[src/rtl/fetch_sequencer.sv]
// fetch_sequencer: fetch PC owner sequencing boot, sequential fetch, stall, redirect bubble and halt/resume.
module fetch_sequencer #(
    parameter int              WIDTH       = 32,
    parameter logic [WIDTH-1:0] RESET_PC   = '0,
    parameter int              INSTR_BYTES = 4
) (
    input  logic             clock,
    input  logic             reset,
    input  logic             start,
    input  logic             stall,
    input  logic             redirectValid,
    input  logic [WIDTH-1:0] redirectTarget,
    input  logic             halt,
    output logic [WIDTH-1:0] pc,
    output logic             pcEpoch,
    output logic             fetchValid,
    output logic             flush,
    output logic             misaligned,
    output logic [31:0]      fetchCount,
    output logic [1:0]       state
);
    typedef enum logic [1:0] {IDLE, RUN, REDIRECT, HALT} state_t;

    localparam logic [WIDTH-1:0] STEP = WIDTH'(INSTR_BYTES);
    localparam logic [WIDTH-1:0] LOW  = WIDTH'(INSTR_BYTES - 1);

    state_t           cur, nxt;
    logic [WIDTH-1:0] pc_d;
    logic [31:0]      cnt_d;
    logic             accept;

    assign state = cur;

    // Redirect wins over everything once the sequencer has left IDLE.
    always_comb begin
        nxt    = cur;
        pc_d   = pc;
        cnt_d  = fetchCount;
        accept = redirectValid && (cur != IDLE);
        if (accept) begin
            nxt  = REDIRECT;
            pc_d = redirectTarget & ~LOW;
        end else begin
            case (cur)
                IDLE:     nxt = start ? RUN : IDLE;
                RUN: begin
                    if (halt) begin
                        nxt = HALT;
                    end else if (!stall) begin
                        pc_d  = pc + STEP;
                        cnt_d = fetchCount + 32'd1;
                    end
                end
                REDIRECT: nxt = RUN;
                HALT:     nxt = start ? RUN : HALT;
            endcase
        end
    end

    always_ff @(posedge clock or negedge reset) begin
        if (!reset) begin
            cur        <= IDLE;
            pc         <= RESET_PC;
            pcEpoch    <= 1'b0;
            fetchValid <= 1'b0;
            flush      <= 1'b0;
            misaligned <= 1'b0;
            fetchCount <= '0;
        end else begin
            cur        <= nxt;
            pc         <= pc_d;
            pcEpoch    <= pcEpoch ^ accept;
            fetchValid <= (nxt == RUN);
            flush      <= accept;
            misaligned <= accept && |(redirectTarget & LOW);
            fetchCount <= cnt_d;
        end
    end
endmodule

[config.mk]
export PLATFORM = sky130hd
export DESIGN_NAME = fetch_sequencer
export DESIGN_NICKNAME = d
export VERILOG_FILES = /design/src/rtl/fetch_sequencer.sv
export SDC_FILE = /design/constraint.sdc
export NUM_CORES = 1
export LEC_CHECK = 0
export CAP_MARGIN = 20
export CORE_MARGIN = 3
export CORE_UTILIZATION = 40
export CTS_CLUSTER_DIAMETER = 150
export DETAILED_ROUTE_END_ITERATION = 8
export GPL_TIMING_DRIVEN = 0
export PLACE_DENSITY = 0.72
export SLEW_MARGIN = 20
export SYNTH_ARGS = -nofsm -noshare
export SYNTH_HDL_FRONTEND = slang
export SYNTH_SLANG_ARGS = --single-unit
export TNS_END_PERCENT = 20
[constraint.sdc]
create_clock -name clock -period 1.9 [get_ports clock]
set_clock_uncertainty 0.15 [all_clocks]
set_input_delay 0.57 -clock clock [delete_from_list [all_inputs] [get_ports clock]]
set_output_delay 0.57 -clock clock [all_outputs]
set_load 0.05 [all_outputs]
Yosys cells after proc, flatten, opt, wreduce, memory -nomap -nowiden
Index checks and enable logic that the tools add are counted.
Widths: inputs -> output; s select.
- bits of input ports: 38
- logic and storage cells: 36
- register bits: 70
- output and inout bits: 70
- bitwise operators: 4
- muxes and demuxes: 9
- equality and inequality tests: 6
- reduce and logical (&&, ||, !) cells: 8
- add/sub/neg operators: 2
- operators with widths (cell ; count):
    $mux 32 ; 4
    $add 32x1->32 const B ; 1
    $add 32x3->32 const B ; 1
    $pmux 2 s4 ; 1
    $mux 2 ; 3
    $eq 2x1->1 const B ; 2
    $eq 2x2->1 const B ; 2
    $ne 2x1->1 const B ; 2
    $reduce_and 4->1 ; 1
    $reduce_bool 2->1 ; 2
    $not 1->1 ; 3
    $reduce_and 3->1 ; 1
    $logic_and 1x1->1 ; 2
    $logic_not 2->1 ; 1
    $reduce_or 2->1 ; 1
    $mux 1 ; 1
    $xor 1x1->1 ; 1

Depth between registers and ports, before layout
- depth after elaboration: 5
- mapped depth: 7
- mapped depth without buffers: 6

Worst setup path after synthesis
No wires, ideal clock.
- kind: reg-to-reg
- start point: register cur[1], in the netlist state[1]
- end point: register pc[21]
- stages on the path, launching flop included: 8
- arrival time: 2148 ps
- slack: -528 ps
- required time: 1620 ps
- clock period less this slack: 2428 ps
- setup time: 130 ps
- buffers on the path: 2
- cell sequence: dfrtp_1 > buf_6 > or4b_4 > buf_6 > nor3_2 > nand4_1 > xor2_1 > o21ai_2
- longest elaborated chain between the ends: 4
- elaborated cells between the ends (all ways): 8
- those cells by class: eq/ne: 3; mux: 1; reduce/logical: 4
- ends and longest elaborated chain (item ; line ; RTL):
    start: declaration ; 27 ; state_t cur, nxt;
    start signal: assignment ; 70 ; cur <= nxt;
    $reduce_bool 2->1 ; 39 ; accept = redirectValid && (cur != IDLE);
    $logic_and 1x1->1 ; 39 ;
    $ne 2x1->1 (no source line) or $reduce_bool 2->1 (tied branches) ; -- ;
    $reduce_and 3->1 (no source line) ; -- ;
    end signal: assignment ; 71 ; pc <= pc_d;
    end: declaration ; 14 ; output logic [WIDTH-1:0] pc,
Several ways; a longest one is shown, not always the timed one.
A chain may end at the register's enable or synchronous reset.

Worst setup path after layout
- start point: register cur[1], in the netlist state[1]
- end point: register pc[13]
Same word-level chain as after synthesis.

==> results.json <==
{
  "antenna_found_initial": 0,
  "grt_pass1_vias": 3125,
  "synth_area_leaders": "dfrtp_1, xnor2_1, xor2_1, nand2_1, nand4_1",
  "die_x_um": 98.61,
  "ys_ff_latch": 68,
  "maxSlewViolCount": 0,
  "port_buffers": 105,
  "layout_min_cycle_time_ns": 2.236,
  "layout.nets": 526,
  "fill_cells": 675,
  "clkPwrFrac_pct": 27.4,
  "core-area_um2": 8258,
  "required_ns": 1.95,
  "fin_util_pct": 63.47,
  "numCtsBuffers": 9,
  "cp.arrival_ns": 2.29,
  "die_h_um": 98.61,
  "grt_max_degree": 52,
  "syn_avg_cell_area_um2": 10.09,
  "grt_first_pass_wirelength_um": 15810,
  "synth_edf_count": 0,
  "worst_slew_margin_rel_pct": 65.92,
  "row_count": 33,
  "dr.pass1.iters": 5,
  "via_per_inst": 5.436,
  "switchingPower_mw": 2.196,
  "hold_start": "fetchCount[31]",
  "worstSetupStartpointType": "register",
  "num_antenna_cells": 0,
  "clock_path_buffers": 2,
  "ys_warn_count": 0,
  "fmax_ghz": 0.4473,
  "reg2reg_from": "state[1]",
  "layout-drive-gt1-share_pct": 35.23,
  "fin_ws_ns": -0.3356,
  "cts_max_level": 3,
  "status": "finished with violations",
  "grt_setup_unrepaired": "true",
  "netlist_instances": 340,
  "hold_class": "reg -> reg",
  "crit_type": "reg -> reg",
  "yosys.area.top_type_share_pct": 49.60,
  "powerDensity_nw_per_um2": 1034,
  "cts_tree": "done",
  "yosysMostFrequentCell": "dfrtp_1",
  "hold_violations": 0,
  "cts_sinks": 68,
  "antenna_left": 0,
  "switching_share_pct": 40.52,
  "synthFlopType": "dfrtp_1",
  "internal-power_mw": 3.224,
  "io_pins": 108,
  "p_leak_nw": 2.289,
  "crit_path_end_kind": "register",
  "yosysTopAreaCell": "dfrtp_1",
  "drc_errors": 0,
  "dieArea_um2": 9724,
  "period_share_pct": 117.7,
  "gp_congestion": 0.9175,
  "cts_root_buffer": "clkbuf_8",
  "seq_power_share_pct": 35.9,
  "clkTransAtPathRegs_ns": 0.08,
  "p_total_mw": 5.420,
  "grt_usage_pct": 20.02,
  "initial_core_util_pct": 41.55,
  "crit_fanout": 5,
  "hpwlAfterDp_um": 6693,
  "synth_area_um2": 3431,
  "cp-startpoint": "state[1]",
  "clk-insertion-delay-late_ns": 0.34,
  "wl_um": 10150,
  "area_growth_pct": 52.77,
  "violations": "setup timing",
  "pwr-share-comb_pct": 36.6,
  "ys_types": 45,
  "yosysSeqAreaShare_pct": 49.60,
  "worst_ir_drop_vdd_mv": 0.6120,
  "grt_overflow": 0,
  "finalSetupViolations": 47,
  "drt_iter0_markers": 164,
  "synthTopCellsByCount": "dfrtp_1, nand2_1, xnor2_1",
  "ff2ff_setup_slack_ns": -0.34,
  "wl_per_cell_um": 17.03,
  "worst_pin_slew_ns": 0.5112,
  "synthArstFlopShare_pct": 100.0,
  "route.vias.total": 3240,
  "max_cap_viol_count": 0
}
## area by class of cell
cell class / count / area, um2 / area share (%)
tap: 105 / 131.4 / 2.507
clock inverter: 4 / 95.09 / 1.814
clock buffer: 12 / 155.1 / 2.960
timing repair buffer: 135 / 1192 / 22.75
multi-input combinational: 255 / 1854 / 35.38
inverter: 6 / 23.77 / 0.4536
sequential: 68 / 1709 / 32.61
buffer: 11 / 80.08 / 1.528
## timing repair
item | 4_1_cts | 5_1_grt
setup buffers | 19 | 8
pin swaps | 26 | 29
setup endpoints to repair | 134 | 85
hold buffers | 1 | 0
hold endpoints to repair | 17 | 0
cloned | 0 | 1
gates resized for setup | 261 | 71
## power by group through the flow
stage / sequential [mW] / clock [mW] / combinational (mW)
floorplan: 2.68 / 0 / 0.493
global placement: 1.95 / 0 / 1.94
detailed placement: 1.96 / 0 / 1.96
CTS: 1.93 / 1.51 / 1.96
global route: 1.98 / 1.57 / 2.09
finish: 1.95 / 1.49 / 1.98
## cell usage in the layout (no fill, tap or decap), types with 18 or more instances in the layout
| master | n |
|---|---|
| clkdlybuf4s15_2 | 31 |
| nand2_1 | 38 |
| dfrtp_1 | 62 |
| xor2_1 | 20 |
| buf_2 | 29 |
| nand3_1 | 19 |
| clkdlybuf4s50_1 | 33 |
| nor2_1 | 18 |
| xnor2_1 | 34 |
| buf_4 | 24 |
| nand4_1 | 21 |
## stage by stage
stage	setup slack [ns]	hold slack [ns]	cell area [um2]	cells	TNS, ns
after floorplan	-0.3992	0.1244	3463	341	-10.96
after global placement	-2.432	0.3100	4646	551	-202.53
after detailed placement	-1.180	0.3110	4671	552	-54.77
after CTS	-0.3530	0.3308	5195	588	-10.03
after global routing	-0.3889	0.3593	5241	596	-11.65
final	-0.3356	0.3279	5241	596	-7.099
## flip-flops by register name (all words and copies together), names as in the netlist
signal,flops
misaligned,1
pcEpoch,1
state,2
fetchCount,32
flush,1
pc,30
fetchValid,1
## critical path, stage by stage (launching register included)
cell	delay (ns)
dfrtp_2	0.40
buf_6	0.12
or4b_4	0.55
buf_12	0.18
nor2_4	0.12
nand4_1	0.20
buf_4	0.22
o22ai_2	0.12
a21oi_1	0.06
## worst paths after layout
check / endpoint / depth (start not counted)
max: pc[13] / 8
min: fetchCount[31] / 1
max reg2reg: pc[13] / 8
min reg2reg: fetchCount[31] / 1
max in group asynchronous: pc[6] / 3
min in group asynchronous: fetchCount[29] / 2
## cell families (layout without fill, tap and decap cells)
kind of cell | Yosys count | count (layout) | synth area share, %
compound gates | 42 | 42 | 7.221
buf+inv | 18 | 168 | 2.662
xor+xnor | 54 | 54 | 13.79
other cells | 1 | 2 | 0.1093
mux | 2 | 2 | 0.6200
fa+ha+maj | 2 | 2 | 0.7293
simple gates | 153 | 153 | 25.27
flops | 68 | 68 | 49.60
## per-layer routing
layer,GRT usage [%],routed length [um]
met4,5.672,196
met5,0,0
met2,33.13,4935
met1,26.74,4272
met3,4.176,743
(Power assumes the default switching activity.)
